$ cat config.mk
export PLATFORM = sky130hd
export DESIGN_NAME = dsp_post_adder
export DESIGN_NICKNAME = d
export VERILOG_FILES = /design/src/rtl/dsp_pkg.sv /design/src/rtl/reg_mux_nbit_sync.sv /design/src/rtl/dsp_post_adder.sv
export SDC_FILE = /design/constraint.sdc
export NUM_CORES = 1
export LEC_CHECK = 0
export ABC_AREA = 1
export CORE_ASPECT_RATIO = 1.25
export CORE_MARGIN = 2
export CORE_UTILIZATION = 55
export DETAILED_ROUTE_END_ITERATION = 6
export HOLD_SLACK_MARGIN = 0.06
export PLACE_DENSITY = 0.89
export RECOVER_POWER = 25
export SLEW_MARGIN = 40
export SYNTH_ARGS = -nofsm -noshare
export SYNTH_HDL_FRONTEND = slang
export SYNTH_HIERARCHICAL = 1
export SYNTH_SLANG_ARGS = --single-unit
$ cat constraint.sdc
create_clock -name clk -period 11.7 [get_ports clk]
set_clock_uncertainty 0.2 [all_clocks]
set_input_delay 2.34 -clock clk [delete_from_list [all_inputs] [get_ports clk]]
set_output_delay 2.34 -clock clk [all_outputs]
set_load 0.005 [all_outputs]
$ cat src/rtl/dsp_pkg.sv
// Shared constants and select encodings for the DSP post-adder slice.
package dsp_pkg;

   localparam int P_W = 48;
   localparam int M_W = 36;

   localparam int OP_SUB  = 7;
   localparam int OP_Z_HI = 3;
   localparam int OP_Z_LO = 2;
   localparam int OP_X_HI = 1;
   localparam int OP_X_LO = 0;

   typedef enum logic [1:0] {
      X_ZERO = 2'd0,
      X_M    = 2'd1,
      X_P    = 2'd2,
      X_DAB  = 2'd3
   } x_sel_e;

   typedef enum logic [1:0] {
      Z_ZERO = 2'd0,
      Z_PCIN = 2'd1,
      Z_P    = 2'd2,
      Z_C    = 2'd3
   } z_sel_e;

endpackage

$ cat src/rtl/reg_mux_nbit_sync.sv
// Optional pipeline register: REG=1 registers d with sync reset and
// clock enable, REG=0 passes d straight through.
module reg_mux_nbit_sync #(
   parameter int W   = 48,
   parameter bit REG = 1'b1
) (
   input  logic         clk,
   input  logic         reset,
   input  logic         ce,
   input  logic [W-1:0] d,
   output logic [W-1:0] q
);

   logic [W-1:0] q_r;

   always_ff @(posedge clk) begin
      if (reset)
         q_r <= '0;
      else if (ce)
         q_r <= d;
   end

   assign q = REG ? q_r : d;

endmodule

$ cat src/rtl/dsp_post_adder.sv
// DSP post-adder: X/Z muxes, 49-bit add/sub, optional P/carryout regs.
// Sticky signed-overflow flag is built only with DSP_POSTADD_OVF_EN.
module dsp_post_adder
   import dsp_pkg::*;
#(
   parameter bit PREG        = 1'b1,
   parameter bit CARRYOUTREG = 1'b1
) (
   input  logic           clk,
   input  logic           reset,
   input  logic           cep,
   input  logic [7:0]     opmode,
   input  logic [M_W-1:0] m,
   input  logic [P_W-1:0] dab,
   input  logic [P_W-1:0] pcin,
   input  logic [P_W-1:0] c,
   input  logic           carryin,
   output logic [P_W-1:0] p,
   output logic [P_W-1:0] pcout,
   output logic           carryout,
   output logic           carryoutf,
   output logic           ovf
);

   logic [P_W-1:0] x;
   logic [P_W-1:0] z;
   logic [P_W-1:0] p_fb;
   logic [P_W:0]   add_x;
   logic [P_W:0]   sum;
   logic           sub;
   logic           unused_op;
   x_sel_e         x_sel;
   z_sel_e         z_sel;

   assign unused_op = ^opmode[6:4];
   assign sub       = opmode[OP_SUB];
   assign x_sel     = x_sel_e'(opmode[OP_X_HI:OP_X_LO]);
   assign z_sel     = z_sel_e'(opmode[OP_Z_HI:OP_Z_LO]);

   // Without a P register there is nothing safe to feed back.
   assign p_fb = PREG ? p : '0;

   always_comb begin
      x = '0;
      unique case (x_sel)
         X_ZERO: x = '0;
         X_M:    x = {{(P_W-M_W){m[M_W-1]}}, m};
         X_P:    x = p_fb;
         X_DAB:  x = dab;
      endcase
   end

   always_comb begin
      z = '0;
      unique case (z_sel)
         Z_ZERO: z = '0;
         Z_PCIN: z = pcin;
         Z_P:    z = p_fb;
         Z_C:    z = c;
      endcase
   end

   assign add_x = {1'b0, x} + {{P_W{1'b0}}, carryin};
   assign sum   = sub ? ({1'b0, z} - add_x) : ({1'b0, z} + add_x);

   reg_mux_nbit_sync #(.W(P_W), .REG(PREG)) u_p_stage (
      .clk   (clk),
      .reset (reset),
      .ce    (cep),
      .d     (sum[P_W-1:0]),
      .q     (p)
   );

   reg_mux_nbit_sync #(.W(1), .REG(CARRYOUTREG)) u_co_stage (
      .clk   (clk),
      .reset (reset),
      .ce    (cep),
      .d     (sum[P_W]),
      .q     (carryout)
   );

   assign pcout     = p;
   assign carryoutf = carryout;

`ifdef DSP_POSTADD_OVF_EN
   logic ovf_now;

   // Subtraction overflows when the operand signs differ.
   assign ovf_now = (sum[P_W-1] != z[P_W-1]) &&
                    (sub ? (z[P_W-1] != x[P_W-1])
                         : (z[P_W-1] == x[P_W-1]));

   if (PREG) begin : g_ovf
      logic ovf_q;
      always_ff @(posedge clk) begin
         if (reset)
            ovf_q <= 1'b0;
         else if (cep && ovf_now)
            ovf_q <= 1'b1;
      end
      assign ovf = ovf_q;
   end else begin : g_no_ovf
      logic unused_ovf;
      assign unused_ovf = ovf_now;
      assign ovf        = 1'b0;
   end
`else
   assign ovf = 1'b0;
`endif

endmodule

; Word-level counts from Yosys, hierarchy flattened
; Index checks and enable logic that the tools add are counted.
[word_totals]
out_inout_bits = 99
regBits = 49
elab_cells = 16
[op_classes]
n_mux = 3
reduce_logical = 2
eq_ne = 6
add_sub_neg = 3
[op_table]
columns = op, n
row1 = $pmux W48 S4, 2
row2 = $add A48 B1 Y49, 1
row3 = $add A48 B49 Y49, 1
row4 = $mux W49, 1
row5 = $sub A48 B49 Y49, 1
row6 = $eq A2 B2 Y1 const B, 4
row7 = $eq A2 B1 Y1 const B, 2
row8 = $logic_not A2 Y1, 2

; Longest topological paths before layout
; Gate-level depths: netlist (run 1).
[depth]
word_depth = 5
ltp_mapped = 43

; By module
; Netlist (run 1), hierarchy kept.
[by_module_without_submodules]
columns = mod, instances, cells_per_inst, seq_area_each_um2, area_per_inst_um2
row1 = dsp_post_adder, 1, 1683, 0.0, 9113.7
row2 = reg_mux_nbit_sync at u_p_stage, 1, 305, 960.9, 1976.9
row3 = reg_mux_nbit_sync at u_co_stage, 1, 7, 20.0, 45.0

; Worst setup path before layout (run 1)
; OpenSTA, ideal clock, no wires.
[synth_path]
path_kind = in2reg
startpoint = in opmode[1]
endpoint = reg u_co_stage.q_r (netlist: u_co_stage/q)
setup_time_ns = 0.114
path_stages = 39
setup_slack_ns = 4.779
n_path_buf = 3
arrival_time_ns = 6.607
path_cell_list = buf_6 -> buf_12 -> nand2_1 -> inv_2 -> buf_4 -> nand2_1 -> nand3_1 -> ha_1 -> ha_1 -> inv_1 -> xor2_1 -> nand3_1 -> nor2_1 -> nand2_1 -> nor2_2 -> nand3b_1 -> nor2_2 -> nand2_1 -> [... 3 more ...] -> ha_1 -> a21oi_1 -> inv_1 -> a21oi_1 -> inv_1 -> a21oi_1 -> o21ai_0 -> a21oi_1 -> o21ai_0 -> xor2_1 -> inv_1 -> nand3_1 -> nand2_1 -> inv_1 -> inv_1 -> nand2_1 -> nand2_1 -> nor2_2
[synth_between]
elab_chain_len = 5
[synth_lines]
columns = item, line
row1 = start: declaration, dsp_post_adder.sv:12  ; input logic [7:0] opmode,
row2 = "$eq A2 B2 Y1, or another cell as far along", dsp_post_adder.sv:45  ; unique case (x_sel)
row3 = $pmux W48 S4 (*), dsp_post_adder.sv:45
row4 = $add A48 B1 Y49 (*), dsp_post_adder.sv:63  ; assign add_x = {1'b0, x} + {{P_W{1'b0}}, carryin};
row5 = $add A48 B49 Y49 / $sub A48 B49 Y49 (equally long branches), dsp_post_adder.sv:64  ; assign sum = sub ? ({1'b0, z} - add_x) : ({1'b0, z} + add_x);
row6 = $mux W49 (*), dsp_post_adder.sv:64
row7 = named net sum[48], dsp_post_adder.sv:29  ; logic [P_W:0] sum;
row8 = end signal: assignment, reg_mux_nbit_sync.sv:18  ; q_r <= '0;
row9 = end signal: assignment, reg_mux_nbit_sync.sv:20  ; q_r <= d;
row10 = end: declaration, reg_mux_nbit_sync.sv:14  ; logic [W-1:0] q_r;
; Mark *: on every way through the listed nets, which the timed path passes. The rest lies on a longest branch.
; A chain may end at the register's enable or synchronous reset.

; Worst setup path in the final report (run 1)
[layout_path]
startpoint = in opmode[0]
endpoint = reg u_co_stage.q_r (netlist: u_co_stage/q)
; Same word-level chain as after synthesis.

==> results of run 1 <==
[cells in the final DEF (no fill, tap or decap), drive strengths merged, types with 2 or more instances in the layout]
cell / n
nand2: 618
nand3: 306
nor2: 303
clkdlybuf4s50: 246
inv: 222
a21oi: 76
xor2: 54
ha: 51
dfxtp: 49
o21ai: 49
xnor2: 37
dlygate4sd3: 36
nand4: 31
a31oi: 15
nand3b: 14
buf: 13
nor3: 12
o21bai: 6
nor4: 6
o21a: 5
clkbuf: 5
a21boi: 4
clkinv: 4
a21o: 3
o211ai: 3
and3: 2
o221ai: 2
and2: 2
[final timing paths]
check,end,slack [ns],cells after the start
worst max-delay path,u_co_stage/q,3.15,36
worst min-delay path,u_co_stage/q,0.34,2
worst max register to register,u_co_stage/q,5.63,33
worst min register to register,u_co_stage/q,0.34,2
[power by group through the flow]
stage	Combinational (mW)	Sequential [mW]	Clock (mW)
CTS	0.871	0.256	0.167
global placement	0.851	0.259	0
floorplan	0.594	0.228	0
detailed placement	0.866	0.259	0
finish	0.879	0.259	0.165
global route	0.965	0.260	0.174
[layout make-up]
cell class / instances / area (sq um)
clock buffer: 5 / 125.1
clock inverter: 2 / 35.03
fill: 1940 / 6341
inverter: 225 / 859.6
multi-input combinational: 1607 / 8427
sequential: 49 / 980.9
tap: 270 / 337.8
timing repair buffer: 295 / 2923
[critical path, delay by kind of cell]
kind,cells,cell delay [ns]
xor gates and xnor gates,3,0.95
buffers and inverters,8,1.14
and+or+nand+nor,16,2.03
AOI/OAI and AO/OA,6,1.23
adders and majority gates,3,0.86
[metrics by stage]
step	area, sq um	power, mW	hold slack [ns]	std cells
detailed placement	13530	1.125	0.3340	2446
global route	13690	1.399	0.3665	2453
finish	13690	1.303	0.3369	2453
floorplan	11140	0.8225	0.3011	1995
CTS	13690	1.294	0.3414	2453
global placement	13510	1.111	0.3135	2445
[layer usage]
| layer | global-route usage | wire [um] | up-vias |
|---|---|---|---|
| li1 | - | - | 6730 |
| met1 | 0.4726 | 17590 | 6196 |
| met2 | 0.6488 | 19810 | 598 |
| met3 | 0.05245 | 3263 | 106 |
| met4 | 0.1611 | 1799 | 2 |
| met5 | 0 | 13 | - |
[sequential cells by signal, indices dropped and copies added (netlist names)]
name	cells
u_co_stage/q	1
u_p_stage/q	48
[cell families (layout without fill, tap and decap cells)]
kind of cell    count (synthesis)  count (layout)  synth area share
simple gates                 1295            1295            0.5397
flops                          49              49           0.08809
other cells                     1               1         0.0003368
buf+inv                       339             527            0.1558
compound gates                168             168           0.08405
fa+ha+maj                      52              52           0.05910
xor+xnor                       91              91           0.07292
==> results.py, run 1 <==
metrics = {
    "timing": {
        "finalSetupViolCount": 0,
        "final-hold-violation-count": 0,
        "timing.final.ws_setup_ns": 3.145,
        "slew_headroom": 0.5296,
        "fin_setup_tns_ns": 0,
        "tightest_slew_ns": 0.7037,
        "min_period_over_period": 0.7312,
        "fmax_mhz": 116.9,
        "rsz0062_at_grt": "false",
        "min_period_ns": 8.555,
        "slew_viol_final": 0,
    },
    "clocking": {
        "clkSinkCount": 49,
        "cts_hold_buf": 0,
        "clkLatencyLatePin_ns": 0.29,
        "post_cts_buffers": 0,
        "clk_path_buf_depth": 2,
        "postCtsResizedCells": 0,
        "clk_pin_slew_ns": 0.07,
        "root_buffer": "clkbuf_16",
        "htree_levels": 2,
        "cts_tree": "yes",
        "cts_buffers": 5,
    },
    "power_and_ir_drop": {
        "netSwitchingPower_uw": 643.3,
        "peakVddDrop_v": 0.00008551,
        "p_sw_frac": 0.4935,
        "internal_power_uw": 660.2,
        "p_seq_frac": 0.199,
        "combPwrFrac": 0.675,
        "p_leak_nw": 6.547,
        "power_per_cell_area_nw_per_um2": 95.23,
        "power_frac_clock": 0.127,
    },
    "detailed_routing": {
        "wire_per_inst_um": 17.32,
        "drc": 0,
        "antenna_left": 0,
        "drtIter0Drc": 1081,
        "num_vias": 13630,
        "dr.pass1.iters": 6,
        "wl_mm": 42.48,
        "routed_via_density": 5.557,
    },
    "global_route": {
        "grt_pass1_wl_mm": 64.35,
        "grt-ovfl-total": 0,
        "first_global_vias": 12630,
        "grt_max_degree": 64,
        "grt_use_total": 0.3767,
        "antenna_found_initial": 1,
    },
    "run_status": {
        "status": "completed",
    },
    "hold_path": {
        "hold_path_class": "flip-flop to flip-flop",
        "min-delay-start": "u_co_stage/q",
    },
    "synthesis": {
        "yosys.area.top_type": "nand2_1",
        "synth_nets": 2239,
        "yosys.cell_types.count": 53,
        "ys_ff_latch": 49,
        "synth_top_cell_area_share": 0.1965,
        "async_reset_ff_frac": 0,
        "synth_most_common_cell": "nand2_1",
        "ys.flop_type": "dfxtp_1",
        "ys_warn_count": 6,
        "ys_top_cells_by_count": "nand2_1, nand3_1, nor2_1, inv_1, a21oi_1",
        "syn_area_sq_um": 11140,
        "synth_cells": 1995,
        "ys_seq_area_frac": 0.08809,
        "syn_avg_cell_area_sq_um": 5.582,
        "synth_area_leaders": "nand2_1, nand3_1, dfxtp_1",
        "synth-edff-count": 0,
    },
    "cells_and_area": {
        "fin_util": 0.6834,
        "layout.nets": 2427,
        "layout-drive-gt1-share": 0.08154,
        "diodes": 0,
        "syn_to_final_growth_pct": 22.92,
    },
    "floorplan": {
        "start_util": 0.5560,
        "rows": 58,
        "core_area_sq_um": 20030,
        "ioPinCount": 291,
        "die_w_um": 131.3,
        "dieArea_sq_um": 21410,
        "die_y_um": 163.1,
    },
    "critical_path": {
        "end_kind": "flip-flop",
        "worst_setup_path_start_kind": "input port",
        "path_class": "input port to flip-flop",
        "critical_path.startpoint": "opmode[0]",
        "crit_required_ns": 11.69,
        "worstReg2RegStart": "u_p_stage/q[0]",
        "cpPeakStageDelay_ns": 0.52,
        "cpMaxStageDelayCell": "buf_2",
        "worstPathMaxFanout": 43,
        "critPathArrivalTime_ns": 8.55,
    },
    "placed_design": {
        "dp.final_hpwl_mm": 35.25,
        "place_ws_ns": 3.055,
        "place_congestion": 0.9937,
        "io_buffers": 286,
    },
    "run": {
        "cap_viol_max_count": 0,
    },
}
(Power assumes the default switching activity.)
==> run 2: changes to the inputs <==
- CORE_UTILIZATION: 55 -> 51
- PLACE_DENSITY: 0.89 -> 0.83
- clock period: 11.7 -> 8 ns (I/O delays scaled with it)
==> run 2 against run 1 <==
Compared with the run above:
- clock power grew 72%
- global-route usage is 1.7 points lower
- combinational power is 47% higher
- final area is 0.88% higher
- hold slack better by 0.012 ns
- flip-flop and latch count stayed put
- utilization fell by 4.0 points
- clock-buffer cell count unchanged
- first-iteration DRC count increased by 22%
- via count decreased by 0.48%
- largest power group unchanged
==> results.py, run 2 (same netlist as run 1, synthesis figures left out) <==
metrics = {
    "run_status": {
        "status": "completed",
    },
    "cells_and_area": {
        "layout-drive-gt1-share": 0.08569,
        "diodes": 0,
        "fin_util": 0.6431,
        "syn_to_final_growth_pct": 24.00,
        "largest_reg_flops": 48,
        "final_cells": 2473,
        "mostFrequentLayoutCells": "nand2_1, nand3_1, clkdlybuf4s50_1",
        "n_fill_cell": 2159,
        "layout.nets": 2437,
        "layout_commonest_cell": "nand2_1",
        "stdcell_area_sq_um": 13810,
    },
    "clocking": {
        "cts_buffers": 5,
        "clk_path_buf_depth": 2,
        "clkSinkCount": 49,
        "clk_pin_slew_ns": 0.07,
        "clkLatencyLatePin_ns": 0.30,
        "postCtsResizedCells": 0,
        "post_cts_buffers": 0,
        "cts_hold_buf": 0,
        "htree_levels": 2,
        "root_buffer": "clkbuf_16",
        "cts_tree": "yes",
    },
    "critical_path": {
        "path_common_cell": "nand2_1",
        "reg2reg_setup_slack_ns": 2.21,
        "critical_path.startpoint": "opmode[1]",
        "end_kind": "flip-flop",
        "worstPathMaxFanout": 45,
        "path_depth": 38,
        "cpMaxStageDelayCell": "xor2_1",
        "worst_setup_path_start_kind": "input port",
        "crit_family": "simple AND/OR/NAND/NOR gates",
        "worstReg2RegStart": "u_p_stage/q[0]",
        "rr_endpoint": "u_co_stage/q",
        "crit_required_ns": 7.99,
        "critPathArrivalTime_ns": 7.19,
        "critPathBufInv": 9,
        "endpoint": "u_co_stage/q",
        "reg2regPathDepth": 35,
        "path_class": "input port to flip-flop",
        "cpPeakStageDelay_ns": 0.37,
    },
    "global_route": {
        "grt_use_total": 0.3597,
        "grt_max_degree": 99,
        "first_global_vias": 12510,
        "grt.busiest_layer": "met2",
        "grt-ovfl-total": 0,
        "antenna_found_initial": 0,
        "grt_use_met3": 0.02479,
        "met2_usage": 0.6015,
        "grt_pass1_wl_mm": 65.21,
        "met1_usage": 0.4801,
    },
    "placed_design": {
        "dpl-instance-area_sq_um": 13620,
        "numPlacedInstances": 2465,
        "place_congestion": 1.017,
        "dp.final_hpwl_mm": 35.53,
        "io_buffers": 286,
        "place_ws_ns": 0.6641,
    },
    "detailed_routing": {
        "drc": 0,
        "num_vias": 13570,
        "drtIter0Drc": 1314,
        "antenna_left": 0,
        "routed_via_density": 5.486,
        "wl_mm": 42.57,
        "wire_per_inst_um": 17.21,
        "dr.pass1.iters": 6,
    },
    "timing": {
        "rsz0062_at_grt": "false",
        "fin_setup_tns_ns": 0,
        "min_period_ns": 7.197,
        "fmax_mhz": 138.9,
        "whs_ns": 0.3493,
        "tightest_slew_ns": 0.7075,
        "slew_headroom": 0.5283,
        "final-hold-violation-count": 0,
        "finalSetupViolCount": 0,
        "min_period_over_period": 0.8996,
        "timing.final.ws_setup_ns": 0.8031,
        "slew_viol_final": 0,
    },
    "run": {
        "cap_viol_max_count": 0,
    },
    "floorplan": {
        "core_area_sq_um": 21470,
        "die_w_um": 136.2,
        "rows": 60,
        "ioPinCount": 291,
        "dieArea_sq_um": 23040,
        "die_y_um": 169.2,
        "start_util": 0.5186,
    },
    "power_and_ir_drop": {
        "p_leak_nw": 6.608,
        "peakVddDrop_v": 0.0001097,
        "power_per_cell_area_nw_per_um2": 141.3,
        "p_total_mw": 1.951,
    },
    "hold_path": {
        "hold_path_class": "flip-flop to flip-flop",
    },
}
## run 2: worst min path at each step
stage                    start              end  slack (ns)  depth (start not counted)
2_1_floorplan   u_p_stage/q[0]   u_p_stage/q[0]        0.30                          2
3_3_place_gp   u_p_stage/q[38]  u_p_stage/q[38]        0.33                          2
3_5_place_dp   u_p_stage/q[38]  u_p_stage/q[38]        0.34                          2
4_1_cts        u_p_stage/q[38]  u_p_stage/q[38]        0.35                          2
5_1_grt         u_p_stage/q[4]   u_p_stage/q[4]        0.38                          2
6_report       u_p_stage/q[38]  u_p_stage/q[38]        0.35                          2
## run 2: final cells by class
type,instances,area (sq um),share of cell area
clock buffers,5,125.1,0.009061
clock inverters,3,65.06,0.004712
inverters,225,859.6,0.06225
multi-input cells,1607,8427,0.6103
flip-flops and latches,49,980.9,0.07104
well taps,279,349.1,0.02528
repair buffers,305,3002,0.2174
## run 2: report_power, final
part | internal (mW) | total [mW] | switching (mW)
Combinational | 0.544 | 1.29 | 0.743
Sequential | 0.283 | 0.380 | 0.0972
Clock | 0.179 | 0.283 | 0.104
Total | 1.01 | 1.95 | 0.944
## run 2: layer usage
metal	up-vias	share of wire
met1	6208	0.43
met3	88	0.066
met4	0	0.039
met2	517	0.47
li1	6754	-
met5	-	0
## run 2: tightest hold or removal path, cell delays in order (launching register included)
cell and delay [ns]:
dfxtp_1 0.36, nor2_1 0.10, nor2_1 0.05
==> run 3: changes to the inputs <==
- PLACE_DENSITY: 0.83 -> 0.94
==> run 3 against run 2 <==
Compared with the run above:
- final area is 0.56% lower
- non-clock buffer count is 4 lower
- critical path depth is 2 lower
- largest power group unchanged
- highest routed layer unchanged
==> results.py, run 3 (same netlist as run 1, synthesis figures left out) <==
metrics = {
    "floorplan": {
        "die_y_um": 169.2,
        "ioPinCount": 291,
        "start_util": 0.5186,
        "dieArea_sq_um": 23040,
        "rows": 60,
        "die_w_um": 136.2,
        "core_area_sq_um": 21470,
    },
    "detailed_routing": {
        "drc": 0,
        "wire_per_inst_um": 17.05,
        "routed_via_density": 5.576,
        "wl_mm": 42.09,
        "drtIter0Drc": 1436,
        "dr.pass1.iters": 7,
        "num_vias": 13760,
        "antenna_left": 0,
    },
    "placed_design": {
        "dpl-instance-area_sq_um": 13570,
        "place_congestion": 1.001,
        "place_ws_ns": 0.5857,
        "io_buffers": 286,
        "dp.final_hpwl_mm": 34.87,
    },
    "clocking": {
        "clkSinkCount": 49,
        "clkLatencyLatePin_ns": 0.29,
        "root_buffer": "clkbuf_16",
        "postCtsResizedCells": 0,
        "cts_buffers": 5,
        "post_cts_buffers": 0,
        "clk_pin_slew_ns": 0.07,
        "cts_hold_buf": 0,
        "cts_tree": "yes",
        "htree_levels": 2,
        "clk_path_buf_depth": 2,
    },
    "global_route": {
        "grt_max_degree": 99,
        "first_global_vias": 12870,
        "grt_use_total": 0.3570,
        "grt_use_met3": 0.03106,
        "antenna_found_initial": 0,
        "met2_usage": 0.5997,
        "grt_pass1_wl_mm": 65.28,
        "grt.busiest_layer": "met2",
        "grt-ovfl-total": 0,
        "met1_usage": 0.4655,
    },
    "critical_path": {
        "cpMaxStageDelayCell": "ha_1",
        "path_class": "input port to flip-flop",
        "worstPathMaxFanout": 16,
        "path_common_cell": "nand2_1",
        "critPathArrivalTime_ns": 7.37,
        "end_kind": "flip-flop",
        "cpPeakStageDelay_ns": 0.36,
        "crit_required_ns": 8.04,
        "worst_setup_path_start_kind": "input port",
    },
    "timing": {
        "slew_viol_final": 0,
        "timing.final.ws_setup_ns": 0.6672,
        "final-hold-violation-count": 0,
        "whs_ns": 0.3416,
        "finalSetupViolCount": 0,
        "slew_headroom": 0.5391,
        "min_period_over_period": 0.9166,
        "min_period_ns": 7.333,
        "rsz0062_at_grt": "false",
        "fin_setup_tns_ns": 0,
        "fmax_mhz": 136.4,
        "tightest_slew_ns": 0.6905,
    },
    "cells_and_area": {
        "diodes": 0,
        "layout-drive-gt1-share": 0.08360,
        "layout.nets": 2433,
        "syn_to_final_growth_pct": 23.30,
        "layout_commonest_cell": "nand2_1",
        "largest_reg_flops": 48,
        "mostFrequentLayoutCells": "nand2_1, nand3_1, clkdlybuf4s50_1",
        "stdcell_area_sq_um": 13730,
    },
    "run": {
        "cap_viol_max_count": 0,
    },
    "power_and_ir_drop": {
        "power_per_cell_area_nw_per_um2": 139.0,
        "peakVddDrop_v": 0.00009452,
        "p_total_mw": 1.909,
        "p_leak_nw": 6.573,
    },
    "run_status": {
        "status": "completed",
    },
    "hold_path": {
        "hold_path_class": "flip-flop to flip-flop",
    },
}
run 3: cell count changes in the layout (fill, tap and decap cells not counted), sizes merged:
cell / delta
buf: -4
bufinv: -1
clkinv: -1
inv: +1
run 3: per-stage QoR:
step	util	std cells
floorplan	-	1995
global placement	0.6319	2461
detailed placement	0.6319	2461
CTS	0.6393	2468
global route	0.6395	2468
finish	0.6395	2468
run 3: final timing paths:
kind | to | slack [ns] | depth (start not counted) | from
min reg2reg | u_co_stage/q | 0.34 | 2 | u_co_stage/q
max | u_p_stage/q[42] | 0.67 | 36 | opmode[0]
max reg2reg | u_p_stage/q[42] | 2.18 | 33 | u_p_stage/q[0]
min | u_co_stage/q | 0.34 | 2 | u_co_stage/q
run 3: area by class of cell:
| class | count | area, sq um |
|---|---|---|
| tap | 279 | 349.1 |
| fill | 2081 | 7740 |
| clock buffer | 5 | 125.1 |
| inverter | 225 | 859.6 |
| sequential | 49 | 980.9 |
| multi-input combinational | 1607 | 8422 |
| timing repair buffer | 301 | 2959 |
| clock inverter | 2 | 35.03 |
run 3: worst max-delay path, delay by kind of cell:
family / cells / cell delay, ns
AND/OR/NAND/NOR: 22 / 2.74
adder cells (fa/ha/maj): 3 / 0.84
buffers and inverters: 5 / 0.82
XOR/XNOR: 3 / 0.73
AO/OA/AOI/OAI: 3 / 0.63
run 3: report_power, final:
| part | internal (mW) | total [mW] | switching (mW) |
|---|---|---|---|
| combinational | 0.540 | 1.29 | 0.749 |
| clock | 0.145 | 0.243 | 0.0973 |
| sequential | 0.283 | 0.377 | 0.0941 |
| total | 0.969 | 1.91 | 0.940 |
run 3: per-layer routing:
metal / wire length, um / share of wire
met1: 17180 / 0.41
met2: 19730 / 0.47
met3: 3275 / 0.078
met4: 1906 / 0.045
met5: 0 / 0
